<file path="src/rtl/lda_mm_engine_pkg.sv">
// Shared definitions for the line-drawing accelerator: register map, engine
// states and register field offsets.
package lda_pkg;

  localparam logic [2:0] ADDR_MODE     = 3'd0;
  localparam logic [2:0] ADDR_STATUS   = 3'd1;
  localparam logic [2:0] ADDR_GO       = 3'd2;
  localparam logic [2:0] ADDR_START    = 3'd3;
  localparam logic [2:0] ADDR_END      = 3'd4;
  localparam logic [2:0] ADDR_COLOR    = 3'd5;
  localparam logic [2:0] ADDR_PIXCOUNT = 3'd6;
  localparam logic [2:0] ADDR_IRQ_EN   = 3'd7;

  localparam int Y_LSB = 16;

  typedef enum logic [1:0] {
    IDLE = 2'd0,
    INIT = 2'd1,
    DRAW = 2'd2,
    DONE = 2'd3
  } state_e;

  function automatic int max2(input int a, input int b);
    return (a > b) ? a : b;
  endfunction

endpackage

</file>
<file path="src/rtl/lda_mm_engine_if.sv">
// Avalon-MM slave bus plus the pixel stream to the framebuffer writer.
// The engine uses the slave modport; the bus master / pixel sink uses master.
interface lda_mm_engine_if #(
  parameter int X_W     = 9,
  parameter int Y_W     = 8,
  parameter int COLOR_W = 3
);
  logic [2:0]         avs_address;
  logic               avs_read;
  logic               avs_write;
  logic [31:0]        avs_writedata;
  logic [31:0]        avs_readdata;
  logic               avs_waitrequest;
  logic [X_W-1:0]     pix_x;
  logic [Y_W-1:0]     pix_y;
  logic [COLOR_W-1:0] pix_color;
  logic               pix_valid;
  logic               pix_ready;

  modport slave (
    input  avs_address, avs_read, avs_write, avs_writedata, pix_ready,
    output avs_readdata, avs_waitrequest, pix_x, pix_y, pix_color, pix_valid
  );

  modport master (
    output avs_address, avs_read, avs_write, avs_writedata, pix_ready,
    input  avs_readdata, avs_waitrequest, pix_x, pix_y, pix_color, pix_valid
  );
endinterface

</file>
<file path="src/rtl/lda_mm_engine_step.sv">
// Combinational Bresenham step: from the current point and error term, the
// next point and error. Both axes may step in the same cycle.
module lda_bresenham_step #(
  parameter int X_W = 9,
  parameter int Y_W = 8,
  parameter int EW  = 11
) (
  input  logic [X_W-1:0]       cur_x,
  input  logic [Y_W-1:0]       cur_y,
  input  logic signed [EW-1:0] err,
  input  logic signed [EW-1:0] dx,
  input  logic signed [EW-1:0] dy,
  input  logic                 sx_neg,
  input  logic                 sy_neg,
  output logic [X_W-1:0]       nxt_x,
  output logic [Y_W-1:0]       nxt_y,
  output logic signed [EW-1:0] nxt_err
);

  logic signed [EW:0] e2;
  logic signed [EW:0] dx_w;
  logic signed [EW:0] dy_w;
  logic signed [EW:0] acc;
  logic               step_x;
  logic               step_y;

  always_comb begin
    e2     = {err, 1'b0};
    dx_w   = {dx[EW-1], dx};
    dy_w   = {dy[EW-1], dy};
    step_x = (e2 >= dy_w);
    step_y = (e2 <= dx_w);
    acc    = {err[EW-1], err};
    if (step_x) acc = acc + dy_w;
    if (step_y) acc = acc + dx_w;
    nxt_err = acc[EW-1:0];
    nxt_x   = cur_x;
    nxt_y   = cur_y;
    if (step_x) nxt_x = sx_neg ? cur_x - X_W'(1) : cur_x + X_W'(1);
    if (step_y) nxt_y = sy_neg ? cur_y - Y_W'(1) : cur_y + Y_W'(1);
  end

endmodule

</file>
<file path="src/rtl/lda_mm_engine.sv">
// Memory-mapped line-drawing accelerator: register file plus Bresenham engine
// streaming pixels over valid/ready. Define LDA_IRQ_EN for the irq output.
module lda_mm_engine
  import lda_pkg::*;
#(
  parameter int X_W     = 9,
  parameter int Y_W     = 8,
  parameter int COLOR_W = 3
) (
  input  logic            clk_clk,
  input  logic            reset_reset_n,
  lda_mm_engine_if.slave  bus,
`ifdef LDA_IRQ_EN
  output logic            irq,
`endif
  output logic            busy
);

  // state | meaning
  // IDLE  | waiting for GO
  // INIT  | latch endpoints/colour, set up dx/dy/err, clear PIXCOUNT
  // DRAW  | present current point; advance on accepted pixel
  // DONE  | one-cycle completion, releases a stalled GO write

  localparam int EW = max2(X_W, Y_W) + 2;

  state_e state_q, state_d;

  logic               mode_q;
  logic               run_stall_q;
  logic               overrun_q;
  logic [31:0]        pixcount_q;
  logic [X_W-1:0]     start_x_q, end_x_q, cur_x_q, tgt_x_q;
  logic [Y_W-1:0]     start_y_q, end_y_q, cur_y_q, tgt_y_q;
  logic [COLOR_W-1:0] color_q, col_q;
  logic signed [EW-1:0] dx_q, dy_q, err_q;
  logic               sx_q, sy_q;

  logic               wr_go, go_stall_sel, waitreq, wr_ok;
  logic               go_acc, overrun_set, rd_status, at_end, pix_valid;
  logic [31:0]        rdata;
  logic               x_neg, y_neg;
  logic [X_W-1:0]     adx, nxt_x;
  logic [Y_W-1:0]     ady, nxt_y;
  logic signed [EW-1:0] dx_init, dy_init, nxt_err;
  logic               unused_wdata;

  assign unused_wdata = ^bus.avs_writedata;

  assign busy   = (state_q != IDLE);
  assign wr_go  = bus.avs_write && (bus.avs_address == ADDR_GO);
  // A GO in IDLE follows the current MODE; once running it follows the mode latched at GO.
  assign go_stall_sel = (state_q == IDLE) ? !mode_q : run_stall_q;
  assign waitreq      = wr_go && go_stall_sel && (state_q != DONE);
  assign wr_ok        = bus.avs_write && !waitreq;
  assign go_acc       = wr_go && (state_q == IDLE);
  assign overrun_set  = wr_go && (state_q != IDLE) && !run_stall_q;
  assign rd_status    = bus.avs_read && (bus.avs_address == ADDR_STATUS);
  assign at_end       = (cur_x_q == tgt_x_q) && (cur_y_q == tgt_y_q);

  always_comb begin
    x_neg   = (end_x_q < start_x_q);
    y_neg   = (end_y_q < start_y_q);
    adx     = x_neg ? (start_x_q - end_x_q) : (end_x_q - start_x_q);
    ady     = y_neg ? (start_y_q - end_y_q) : (end_y_q - start_y_q);
    dx_init = {{(EW-X_W){1'b0}}, adx};
    dy_init = -{{(EW-Y_W){1'b0}}, ady};
  end

  lda_bresenham_step #(.X_W(X_W), .Y_W(Y_W), .EW(EW)) u_step (
    .cur_x   (cur_x_q),
    .cur_y   (cur_y_q),
    .err     (err_q),
    .dx      (dx_q),
    .dy      (dy_q),
    .sx_neg  (sx_q),
    .sy_neg  (sy_q),
    .nxt_x   (nxt_x),
    .nxt_y   (nxt_y),
    .nxt_err (nxt_err)
  );

  always_ff @(posedge clk_clk or negedge reset_reset_n) begin
    if (!reset_reset_n) state_q <= IDLE;
    else                state_q <= state_d;
  end

  always_comb begin
    state_d   = state_q;
    pix_valid = 1'b0;
    case (state_q)
      IDLE: if (go_acc) state_d = INIT;
      INIT: state_d = DRAW;
      DRAW: begin
        pix_valid = 1'b1;
        if (bus.pix_ready && at_end) state_d = DONE;
      end
      DONE: state_d = IDLE;
      default: state_d = IDLE;
    endcase
  end

  always_ff @(posedge clk_clk or negedge reset_reset_n) begin
    if (!reset_reset_n) begin
      mode_q    <= 1'b0;
      start_x_q <= '0;
      start_y_q <= '0;
      end_x_q   <= '0;
      end_y_q   <= '0;
      color_q   <= '0;
      overrun_q <= 1'b0;
    end else begin
      if (wr_ok) begin
        case (bus.avs_address)
          ADDR_MODE:  mode_q <= bus.avs_writedata[0];
          ADDR_START: begin
            start_x_q <= bus.avs_writedata[X_W-1:0];
            start_y_q <= bus.avs_writedata[Y_LSB +: Y_W];
          end
          ADDR_END: begin
            end_x_q <= bus.avs_writedata[X_W-1:0];
            end_y_q <= bus.avs_writedata[Y_LSB +: Y_W];
          end
          ADDR_COLOR: color_q <= bus.avs_writedata[COLOR_W-1:0];
          default: ;
        endcase
      end
      if (overrun_set)    overrun_q <= 1'b1;
      else if (rd_status) overrun_q <= 1'b0;
    end
  end

  always_ff @(posedge clk_clk or negedge reset_reset_n) begin
    if (!reset_reset_n) begin
      run_stall_q <= 1'b0;
      pixcount_q  <= '0;
      cur_x_q     <= '0;
      cur_y_q     <= '0;
      tgt_x_q     <= '0;
      tgt_y_q     <= '0;
      col_q       <= '0;
      dx_q        <= '0;
      dy_q        <= '0;
      err_q       <= '0;
      sx_q        <= 1'b0;
      sy_q        <= 1'b0;
    end else begin
      if (go_acc) run_stall_q <= !mode_q;
      if (state_q == INIT) begin
        cur_x_q    <= start_x_q;
        cur_y_q    <= start_y_q;
        tgt_x_q    <= end_x_q;
        tgt_y_q    <= end_y_q;
        col_q      <= color_q;
        dx_q       <= dx_init;
        dy_q       <= dy_init;
        err_q      <= dx_init + dy_init;
        sx_q       <= x_neg;
        sy_q       <= y_neg;
        pixcount_q <= '0;
      end else if (state_q == DRAW && bus.pix_ready) begin
        pixcount_q <= pixcount_q + 32'd1;
        if (!at_end) begin
          cur_x_q <= nxt_x;
          cur_y_q <= nxt_y;
          err_q   <= nxt_err;
        end
      end
    end
  end

`ifdef LDA_IRQ_EN
  logic irq_en_q, irq_q;

  always_ff @(posedge clk_clk or negedge reset_reset_n) begin
    if (!reset_reset_n) begin
      irq_en_q <= 1'b0;
      irq_q    <= 1'b0;
    end else begin
      if (wr_ok && bus.avs_address == ADDR_IRQ_EN) irq_en_q <= bus.avs_writedata[0];
      if (state_q == DONE) irq_q <= 1'b1;
      else if (rd_status)  irq_q <= 1'b0;
    end
  end

  assign irq = irq_q & irq_en_q;
`endif

  always_comb begin
    rdata = '0;
    if (bus.avs_read) begin
      case (bus.avs_address)
        ADDR_MODE:   rdata[0] = mode_q;
        ADDR_STATUS: rdata[1:0] = {overrun_q, busy};
        ADDR_START: begin
          rdata[X_W-1:0]       = start_x_q;
          rdata[Y_LSB +: Y_W]  = start_y_q;
        end
        ADDR_END: begin
          rdata[X_W-1:0]       = end_x_q;
          rdata[Y_LSB +: Y_W]  = end_y_q;
        end
        ADDR_COLOR:    rdata[COLOR_W-1:0] = color_q;
        ADDR_PIXCOUNT: rdata = pixcount_q;
`ifdef LDA_IRQ_EN
        ADDR_IRQ_EN:   rdata[0] = irq_en_q;
`endif
        default: rdata = '0;
      endcase
    end
  end

  assign bus.avs_readdata    = rdata;
  assign bus.avs_waitrequest = waitreq;
  assign bus.pix_valid       = pix_valid;
  assign bus.pix_x           = cur_x_q;
  assign bus.pix_y           = cur_y_q;
  assign bus.pix_color       = col_q;

endmodule

</file>
<file path="src/flat_wrapper.sv">
// flat-port wrapper written by rule: the top's interface ports become plain ports
module lda_mm_engine_flat import lda_pkg::*;
#(
  parameter int X_W     = 9,
  parameter int Y_W     = 8,
  parameter int COLOR_W = 3
)
  (clk_clk, reset_reset_n, busy, bus_avs_address, bus_avs_read, bus_avs_write, bus_avs_writedata, bus_pix_ready, bus_avs_readdata, bus_avs_waitrequest, bus_pix_x, bus_pix_y, bus_pix_color, bus_pix_valid);
  lda_mm_engine_if #(.X_W(X_W), .Y_W(Y_W), .COLOR_W(COLOR_W)) bus_i ();
  input  logic clk_clk;
  input  logic reset_reset_n;
  output logic busy;
  input wire logic [$bits(bus_i.avs_address)-1:0] bus_avs_address;
  input wire logic [$bits(bus_i.avs_read)-1:0] bus_avs_read;
  input wire logic [$bits(bus_i.avs_write)-1:0] bus_avs_write;
  input wire logic [$bits(bus_i.avs_writedata)-1:0] bus_avs_writedata;
  input wire logic [$bits(bus_i.pix_ready)-1:0] bus_pix_ready;
  output wire logic [$bits(bus_i.avs_readdata)-1:0] bus_avs_readdata;
  output wire logic [$bits(bus_i.avs_waitrequest)-1:0] bus_avs_waitrequest;
  output wire logic [$bits(bus_i.pix_x)-1:0] bus_pix_x;
  output wire logic [$bits(bus_i.pix_y)-1:0] bus_pix_y;
  output wire logic [$bits(bus_i.pix_color)-1:0] bus_pix_color;
  output wire logic [$bits(bus_i.pix_valid)-1:0] bus_pix_valid;
  assign bus_i.avs_address = bus_avs_address;
  assign bus_i.avs_read = bus_avs_read;
  assign bus_i.avs_write = bus_avs_write;
  assign bus_i.avs_writedata = bus_avs_writedata;
  assign bus_i.pix_ready = bus_pix_ready;
  assign bus_avs_readdata = bus_i.avs_readdata;
  assign bus_avs_waitrequest = bus_i.avs_waitrequest;
  assign bus_pix_x = bus_i.pix_x;
  assign bus_pix_y = bus_i.pix_y;
  assign bus_pix_color = bus_i.pix_color;
  assign bus_pix_valid = bus_i.pix_valid;
  lda_mm_engine #(.X_W(X_W), .Y_W(Y_W), .COLOR_W(COLOR_W)) u_core (.clk_clk(clk_clk), .reset_reset_n(reset_reset_n), .bus(bus_i), .busy(busy));
endmodule
</file>
<file path="config.mk">
export PLATFORM = sky130hd
export DESIGN_NAME = lda_mm_engine_flat
export DESIGN_NICKNAME = d
export VERILOG_FILES = /design/src/rtl/lda_mm_engine_pkg.sv /design/src/rtl/lda_mm_engine_if.sv /design/src/rtl/lda_mm_engine_step.sv /design/src/rtl/lda_mm_engine.sv /design/src/flat_wrapper.sv
export SDC_FILE = /design/constraint.sdc
export NUM_CORES = 1
export LEC_CHECK = 0
export CAP_MARGIN = 5
export CORE_MARGIN = 2
export CORE_UTILIZATION = 45
export CTS_CLUSTER_SIZE = 24
export DETAILED_ROUTE_END_ITERATION = 8
export PLACE_DENSITY_LB_ADDON = 0.08
export SETUP_SLACK_MARGIN = 0.05
export SLEW_MARGIN = 20
export SYNTH_ARGS = -nofsm -noshare
export SYNTH_HDL_FRONTEND = slang
export SYNTH_HIERARCHICAL = 1
export SYNTH_SLANG_ARGS = --single-unit
export TNS_END_PERCENT = 5
</file>
<file path="constraint.sdc">
create_clock -name clk_clk -period 7.4 [get_ports clk_clk]
set_clock_uncertainty 0.15 [all_clocks]
set_input_delay 1.48 -clock clk_clk [delete_from_list [all_inputs] [get_ports clk_clk]]
set_output_delay 1.48 -clock clk_clk [all_outputs]
set_load 0.01 [all_outputs]
</file>
Word-level counts from Yosys, hierarchy flattened --
Index checks and enable logic that the tools add are counted.
Word-level totals: bits in latches 0, bits in writable memories 0, memories 0, memory bits (read-only) 0, register bits 144, input bits 40
Cells by class: $add $sub $neg 13, shift-type cells 0, div/mod/pow operators 0, multiplexer cells 34, reduce and logical (&&, ||, !) cells 29, $mul 0, equality and inequality tests 15, bitwise logic cells 0, order comparisons 4
Operators by type and width (number):
- $mux W32 | 3
- $mux W8 | 7
- $mux W11 | 5
- $mux W9 | 6
- $add A32 B1 Y32 const B | 1
- $pmux W8 S3 | 1
- $pmux W6 S3 | 1
- $sub A9 B9 Y9 | 2
- $sub A8 B8 Y8 | 2
- $ge A12 B11 Y1 | 1
- $le A12 B10 Y1 | 1
- $reduce_and A2 Y1 | 6
- $add A10 B11 Y11 | 1
- $add A11 B10 Y11 | 1
- $add A11 B11 Y11 | 1
- $logic_and A1 B1 Y1 | 11
- $neg A8 Y11 | 1
- $reduce_bool A2 Y1 | 5
- $add A9 B1 Y9 const B | 1
- $eq A3 B3 Y1 const B | 3
- $eq A9 B9 Y1 | 1
- $lt A9 B9 Y1 | 1
- $sub A9 B1 Y9 const B | 1
- $add A8 B1 Y8 const B | 1
- 20 further kinds | 31

Longest topological paths before layout --
Gate-level depths: netlist (run 1).
word-level depth 7, mapped depth 20, mapped depth without buffers 20

Cells and area by module --
The synthesis (run 1) kept the hierarchy.
By module, submodules not included:
- lda_mm_engine | times used 1, area each 8826.0 um^2, seq. area each 3603.5 um^2, cells each 909
- lda_bresenham_step | times used 1, area each 2441.1 um^2, seq. area each 0.0 um^2, cells each 311

Worst setup path after synthesis (run 1) --
Ideal clock, no wire load.
path kind flip-flop to flip-flop, start reg u_core.err_q[0], end reg u_core.err_q[10], stages on the path, launching flop included 20, library setup time 87 ps, arrival 4228 ps, path buffers 0, required time 7163 ps, setup slack 2935 ps, cell sequence dfrtp_1 ha_1 nor2b_4 o211ai_2 a21oi_2 o41ai_4 mux2i_2 mux2_2 ha_1 fa_1 a21oi_1 o211ai_1 a31oi_1 o21bai_1 nand2b_1 nand3_1 xor2_1 mux2i_1 mux2_2 a22oi_1
On the way: cells in the longest elaborated chain, start to end 7, elaborated cells between the ends (all ways) 9, those cells by class 2 x add/sub; 2 x order compare; 5 x mux
RTL lines:
- start, declared | line lda_mm_engine.sv:36 | logic signed [EW-1:0] dx_q, dy_q, err_q;
- start signal, assigned | line lda_mm_engine.sv:157 | err_q <= dx_init + dy_init;
- start signal, assigned | line lda_mm_engine.sv:166 | err_q <= nxt_err;
- $add A11 B11 Y11 / $ge A12 B11 Y1 (equally long branches) | line lda_mm_engine_step.sv:34, lda_mm_engine_step.sv:31
- $mux W11 | line lda_mm_engine_step.sv:34 | if (step_x) acc = acc + dy_w;
- $add A11 B10 Y11 | line lda_mm_engine_step.sv:35 | if (step_y) acc = acc + dx_w;
- $mux W11 (*) | line lda_mm_engine_step.sv:35
- named net u_core.nxt_err[10] | line lda_mm_engine.sv:45 | logic signed [EW-1:0] dx_init, dy_init, nxt_err;
- $mux W11 (*) | line lda_mm_engine.sv:163 | if (!at_end) begin
- $mux W11 (*) | line lda_mm_engine.sv:161 | end else if (state_q == DRAW && bus.pix_ready) begin
- $mux W11 (*) | line lda_mm_engine.sv:149 | if (state_q == INIT) begin
Mark *: on every way through the listed nets, which the timed path passes. The rest lies on a longest branch. The select of a mux whose other input is x is not followed. A chain may end at the register's enable or synchronous reset.

Worst setup path after layout (run 1) --
start in bus_avs_address[0], end out bus_avs_readdata[21]
On the way: cells in the longest elaborated chain, start to end 3, elaborated cells between the ends (all ways) 5, those cells by class 3 x eq/ne; 2 x mux
RTL lines:
- start, declared | line flat_wrapper.sv:13 | input wire logic [$bits(bus_i.avs_address)-1:0] bus_avs_address;
- $eq A3 B3 Y1 / $eq A3 B2 Y1 (equally long branches) | line lda_mm_engine.sv:192 | case (bus.avs_address)
- $pmux W8 S3 (*) | line lda_mm_engine.sv:192
- $mux W32 (*) | line lda_mm_engine.sv:191 | if (bus.avs_read) begin
- end, declared | line flat_wrapper.sv:18 | output wire logic [$bits(bus_i.avs_readdata)-1:0] bus_avs_readdata;
Every way passes the cells marked *; elsewhere a longest branch is shown, timed or not.

==> out/qor.yml, run 1 <==
die:
  initial_core_util_pct: 46.06
  io_pins: 95
  rows: 57
  die_height_um: 162.2
  design.core.area_um2: 24460
  die_area_um2: 26320
  die_x_um: 162.2
synth:
  synth.cell_area_um2: 11270
  synth-edff-count: 0
  ys_seq_area_share_pct: 31.98
  synthFlopType: "dfrtp_1"
  syn_area_per_cell_um2: 9.235
  async_flop_share_pct: 100.0
  synthDistinctLibCells: 75
  yosys.area.top_type: "dfrtp_1"
  synthCells: 1220
  yosys.cell_count.top_type: "dfrtp_1"
  synth_top_area_share_pct: 31.98
  ys_top_cells_by_count: "dfrtp_1 (144), ha_1 (103), nor2_1 (101)"
  ys_seq_elements: 144
  ys_top_cells_by_area: "dfrtp_1 (32%), ha_1 (11%), mux2_2 (8.5%), mux2i_1 (5.0%), xnor2_1 (4.0%)"
  ys_warn_count: 6
clocking:
  cts-resized-gates: 0
  cts_tree: "built"
  cts-root-buf: "clkbuf_16"
  cts_sinks: 144
  clock_latency_ns: 0.43
  cts_buffers: 17
  postCtsHoldBufs: 0
  path_clk_slew_ns: 0.07
  cts_setup_buffers: 0
  cts_max_level: 4
  cts_max_path_buffers: 2
placed_design:
  gp_congestion: 0.8632
  place.port_buffers: 79
  hpwlAfterDp_mm: 21.16
  placed_cells: 1589
sta:
  finalCritPeriodShare_pct: 76.28
  setup_tns_ns: 0
  slew_violations: 0
  period_needed_ns: 5.645
  rsz0062_at_grt: "no"
  finalSetupViolCount: 0
  tightest_slew_ns: 1.096
  max_freq_mhz: 177.2
  slew_headroom_pct: 26.27
  hold_viol_final: 0
setup_path:
  r2r_end: "u_core/err_q[10]"
  timing.reg2reg.setup_slack_ns: 2.25
  rr_worst_depth: 18
  crit_path_start_kind: "primary input"
  cp_max_fo: 14
  crit_buf_inv: 2
  slowest_delay_ns: 0.76
  worst-setup-path-type: "in -> out"
  crit_chain: "clkdlybuf4s50_1 > nand2_1 > nor2_1 > a21oi_1 > nor2b_1 > clkdlybuf4s50_1"
  worst_path_max_delay_cell: "nor2_1"
  timing.rr.start: "u_core/start_y_q[0]"
  worstSetupEndpointType: "primary output"
  critPathRequiredTime_ns: 5.77
  cpMostUsedCell: "clkdlybuf4s50_1"
  arrival_ns: 4.01
  path_delay_family: "buffers and inverters"
pwr:
  internal_power_mw: 3.694
  p_leak_nw: 5.630
  ir_drop_mv: 0.3289
  sw_frac_of_total_pct: 44.92
  power_density_nw_per_um2: 517.0
  p_comb_share_pct: 66.3
  total_power_mw: 6.707
  p_switching_mw: 3.013
  pwr-share-clk_pct: 13.4
  sequentialPowerShare_pct: 20.3
layout:
  drive_gt1_share_pct: 11.41
  antenna_cells: 0
  areaGrowthSynthToFinish_pct: 15.15
  nets: 1436
  final_cells: 1621
global_routing:
  gr-usage-met2_pct: 35.86
  grt_pass1_wl_mm: 45.97
  grt_use_met3_pct: 2.886
  met1_usage_pct: 30.90
  grt_pass1_vias: 8657
  top_usage_layer: "met2"
  grt_overflow: 0
  grt_usage_pct: 21.93
  grt_start_max_net_pins: 92
  antenna_found_initial: 0
routing:
  first_iter_violations: 479
  viasPerCell: 5.397
  wirelength_mm: 27.93
  vias: 8748
  drcViolationCount: 0
  first_pass_iters: 5
  routedWlPerCell_um: 17.23
  ant_nets: 0
worst_hold_path:
  hp-class: "reg -> reg"
  hold_end: "u_core/overrun_q"
  min_from: "u_core/overrun_q"
  whs_path_depth: 2
job:
  drv_cap: 0
outcome:
  outcome: "complete, no violations"
[cell usage in the layout, fill, tap and decap left out, types with 6 or more instances in the layout]
cell type / n
nor4_1: 6
nor2_1: 99
inv_1: 84
nor3_1: 16
dfrtp_1: 144
nand2_1: 89
nand2b_1: 10
o211ai_1: 6
nand3_1: 29
mux2i_1: 56
and2_1: 20
xnor2_1: 52
xor2_1: 43
o21bai_1: 8
o21ai_0: 86
mux2_2: 85
ha_1: 102
or3_1: 8
buf_4: 7
nand3b_1: 8
a211oi_1: 12
o21a_1: 9
a21oi_1: 60
and3_1: 8
clkbuf_16: 17
clkdlybuf4s50_1: 78
fa_1: 9
nand4_1: 13
nor2b_1: 28
a21o_1: 15
[power by group through the flow]
stage / clock network, mW / logic, mW / registers [mW]
2_1_floorplan: 0 / 3.53 / 1.27
3_3_place_gp: 0 / 4.38 / 1.38
3_5_place_dp: 0 / 4.44 / 1.38
4_1_cts: 0.915 / 4.48 / 1.37
5_1_grt: 0.949 / 5.00 / 1.40
6_report: 0.898 / 4.45 / 1.36
[stage by stage]
stage | cell area [um^2] | worst slack, ns | hold WS [ns] | util [%]
floorplan | 11280 | 2.935 | 0.2963 | -
global placement | 12360 | 1.836 | 0.3121 | 50.53
detailed placement | 12360 | 1.768 | 0.3153 | 50.53
CTS | 12970 | 1.756 | 0.3298 | 53.04
global route | 12970 | 1.520 | 0.3568 | 53.04
finish | 12970 | 1.755 | 0.3276 | 53.04
[worst max path at each step]
stage	cells past startpoint	startpoint	slack, ns	end
after CTS	6	bus_avs_address[0]	1.76	bus_avs_readdata[23]
final	6	bus_avs_address[0]	1.76	bus_avs_readdata[21]
after global routing	6	bus_avs_address[0]	1.52	bus_avs_readdata[23]
after floorplan	19	u_core/err_q[0]	2.94	u_core/err_q[10]
after detailed placement	6	bus_avs_address[0]	1.77	bus_avs_readdata[23]
after global placement	6	bus_avs_address[0]	1.84	bus_avs_readdata[21]
[cell families after synthesis]
logic type               after synthesis  synth area share, %
XOR/XNOR                              95                7.385
multiplexers                         144                13.93
flip-flops                           144                31.98
AO/OA/AOI/OAI                        243                13.74
buffers and inverters                128                4.486
other                                  1              0.03328
adder cells (fa/ha/maj)              112                13.04
AND/OR/NAND/NOR                      353                15.41
[cell type report]
type,instances,area (um^2)
clock buffer,18,429.2
clock inverter,14,183.9
fill,2296,11490
inverter,84,315.3
multi-input combinational,951,7192
sequential,144,3603
tap,324,405.4
timing repair buffer,86,844.6
[state kept, by name (all words and copies together) (netlist names), 2 cells and up]
| signal | flops |
|---|---|
| u_core/err_q | 11 |
| u_core/end_x_q | 9 |
| u_core/dx_q | 9 |
| u_core/dy_q | 11 |
| u_core/color_q | 3 |
| u_core/bus.pix_x | 9 |
| u_core/state_q | 2 |
| u_core/bus.pix_color | 3 |
| u_core/tgt_y_q | 8 |
| u_core/start_y_q | 8 |
| u_core/end_y_q | 8 |
| u_core/bus.pix_y | 8 |
| u_core/pixcount_q | 32 |
| u_core/start_x_q | 9 |
| u_core/tgt_x_q | 9 |
[worst min-delay path, cell delays in order (launching register included)]
cell	delay, ns
dfrtp_1	0.34
nand2_1	0.05
o31ai_1	0.05
[metal layers]
layer,vias up,routed length [um],part of all wire [%]
met5,-,0,0
li1,4406,-,-
met3,17,841,3.0
met4,0,375,1.3
met1,4211,13600,49
met2,114,13110,47
Power figures use the tool's default switching activity.
==> run 2: changes to the inputs <==
Clock period 7.4 ns to 5.87 ns, I/O delays scaled along.
==> out/qor.yml, run 2 (synthesis results as in run 1) <==
setup_path:
  critPathRequiredTime_ns: 6.05  # +0.28 ns
  crit_chain: "inv_1 > ha_1 > inv_1 > fa_1 > a211oi_2 > o21ai_2 > nand2_1 > mux2i_1 > ha_1 > xnor2_1 > ha_1 > a21o_1 > a21o_1 > a211oi_1 > o21bai_1 > a21oi_1 > o21bai_1 > mux2_2 > a22oi_1"
  worst-setup-path-type: "reg -> reg"
  worst_path_max_delay_cell: "dfrtp_1"
  rr_worst_depth: 19  # +1
  slowest_delay_ns: 0.45  # -0.31 ns
  cp_max_fo: 6  # -8
  crit_buf_inv: 2  # unchanged
  arrival_ns: 5.29  # +1.28 ns
  path_delay_family: "compound AO/OA/AOI/OAI gates"
  timing.reg2reg.setup_slack_ns: 0.76  # -1.49 ns
  r2r_end: "u_core/err_q[10]"
  cpMostUsedCell: "ha_1"
  worstSetupEndpointType: "flop"
  crit_path_start_kind: "flop"
  timing.rr.start: "u_core/end_y_q[0]"
job:
  drv_cap: 0  # unchanged
clocking:
  path_clk_slew_ns: 0.07  # about the same
  cts_max_path_buffers: 2  # unchanged
  clock_latency_ns: 0.43  # about the same
  cts-resized-gates: 0  # unchanged
  cts_buffers: 17  # unchanged
  cts_sinks: 144  # unchanged
  cts_max_level: 4  # unchanged
  cts_setup_buffers: 0  # unchanged
  cts-root-buf: "clkbuf_16"
  postCtsHoldBufs: 0  # unchanged
  cts_tree: "built"
global_routing:
  grt_overflow: 0  # unchanged
  met1_usage_pct: 31.31  # +0.41 points
  grt_pass1_vias: 8862  # +2.4%
  antenna_found_initial: 0  # unchanged
  top_usage_layer: "met2"
  grt_pass1_wl_mm: 46.60  # +1.4%
  gr-usage-met2_pct: 36.62  # +0.75 points
  grt_usage_pct: 22.25  # +0.32 points
  grt_start_max_net_pins: 99  # +7.6%
  grt_use_met3_pct: 2.783  # -0.10 points
sta:
  finalCritPeriodShare_pct: 87.05
  slew_headroom_pct: 33.05  # +6.8 points
  tightest_slew_ns: 0.9951  # -0.1007 ns
  finalSetupViolCount: 0  # unchanged
  slew_violations: 0  # unchanged
  setup_tns_ns: 0  # unchanged
  max_freq_mhz: 195.7
  hold_viol_final: 0  # unchanged
  period_needed_ns: 5.110
  rsz0062_at_grt: "no"
layout:
  top_regs: "u_core/pixcount_q x32, u_core/dy_q x11, u_core/err_q x11"
  largest_reg_flops: 32  # unchanged
  final_core_util_pct: 53.50  # +0.47 points
  top_register: "u_core/pixcount_q"
  antenna_cells: 0  # unchanged
  nets: 1444  # +0.56%
  design_area_um2: 13090  # +0.88%
  seqCellArea_um2: 3603  # unchanged
  layout_commonest_cell: "dfrtp_1"
  areaGrowthSynthToFinish_pct: 16.16
  layout_common_cells: "dfrtp_1 (144), ha_1 (102), nor2_1 (99)"
  multi_input_area_um2: 7192  # unchanged
  fillers: 2258  # -1.7%
  drive_gt1_share_pct: 12.03  # +0.62 points
  final_cells: 1629  # +0.49%
routing:
  ant_nets: 0  # unchanged
  wirelength_mm: 28.51  # +2.1%
  drcViolationCount: 0  # unchanged
  viasPerCell: 5.463  # +1.2%
  vias: 8899  # +1.7%
  first_iter_violations: 468  # -2.3%
  routedWlPerCell_um: 17.50  # +1.6%
  first_pass_iters: 5  # unchanged
worst_hold_path:
  min_from: "u_core/overrun_q"
  whs_path_depth: 2  # unchanged
  hp-class: "reg -> reg"
  hold_end: "u_core/overrun_q"
outcome:
  outcome: "complete, no violations"
placed_design:
  placed_cells: 1597  # +0.50%
  placed_area_um2: 12420  # +0.49%
  gp_congestion: 0.8785  # +1.8%
  place.port_buffers: 79  # unchanged
  hpwlAfterDp_mm: 21.44  # +1.3%
pwr:
  p_leak_nw: 5.706  # +1.3%
  total_power_mw: 8.609  # +28%
  power_density_nw_per_um2: 657.8  # +27%
  ir_drop_mv: 0.2876  # -13%
die:
  rows: 57  # unchanged
  io_pins: 95  # unchanged
  initial_core_util_pct: 46.06  # unchanged
  die_area_um2: 26320  # unchanged
  die_x_um: 162.2  # unchanged
  die_height_um: 162.2  # unchanged
  design.core.area_um2: 24460  # unchanged
[run 2: area by class of cell]
cell class                      count  area share [%]
Clock inverter                     14           1.740
Timing Repair Buffer               94           6.912
Inverter                           84           2.409
Clock buffer                       18           3.356
Tap cell                          324           3.098
Multi-Input combinational cell    951           54.95
Sequential cell                   144           27.53
[run 2: per-layer routing]
layer | up-vias | routed length, um | part of all wire (%)
met4 | 0 | 349 | 1.2
met2 | 144 | 13410 | 47
met1 | 4315 | 14010 | 49
li1 | 4419 | - | -
met5 | - | 0 | 0
met3 | 21 | 742 | 2.6
[run 2: where the power goes]
group | switching [mW] | total, mW | internal [mW] | leakage, nW
Sequential | 0.405 | 1.71 | 1.31 | 1.78
Clock | 0.457 | 1.23 | 0.775 | 0.321
Combinational | 2.97 | 5.66 | 2.69 | 3.61
Total | 3.83 | 8.61 | 4.78 | 5.71
[run 2: worst reg2reg max path, stage by stage (launching register included)]
cell and delay [ns]:
dfrtp_1 0.45, inv_1 0.10, ha_1 0.19, inv_1 0.06, fa_1 0.44, a211oi_2 0.35, o21ai_2 0.18, nand2_1 0.17
mux2i_1 0.37, ha_1 0.35, xnor2_1 0.24, ha_1 0.34, a21o_1 0.20, a21o_1 0.21, a211oi_1 0.33, o21bai_1 0.12
a21oi_1 0.23, o21bai_1 0.12, mux2_2 0.27, a22oi_1 0.17
[run 2: worst max-delay path by stage]
stage | from | end | slack [ns] | cells after the start
2_1_floorplan | u_core/err_q[0] | u_core/err_q[10] | 1.41 | 19
3_3_place_gp | u_core/end_y_q[0] | u_core/err_q[10] | 0.86 | 19
3_5_place_dp | u_core/end_y_q[0] | u_core/err_q[10] | 0.82 | 19
4_1_cts | u_core/end_y_q[0] | u_core/err_q[10] | 0.79 | 19
5_1_grt | u_core/end_y_q[0] | u_core/err_q[10] | 0.49 | 19
6_report | u_core/end_y_q[0] | u_core/err_q[10] | 0.76 | 19
[run 2: metrics by stage]
step           worst slack (ns)  hold slack [ns]
3_5_place_dp             0.8243           0.3280
4_1_cts                  0.7893           0.3444
6_report                 0.7604           0.3391
2_1_floorplan             1.405           0.2963
3_3_place_gp             0.8552           0.3123
5_1_grt                  0.4928           0.3560
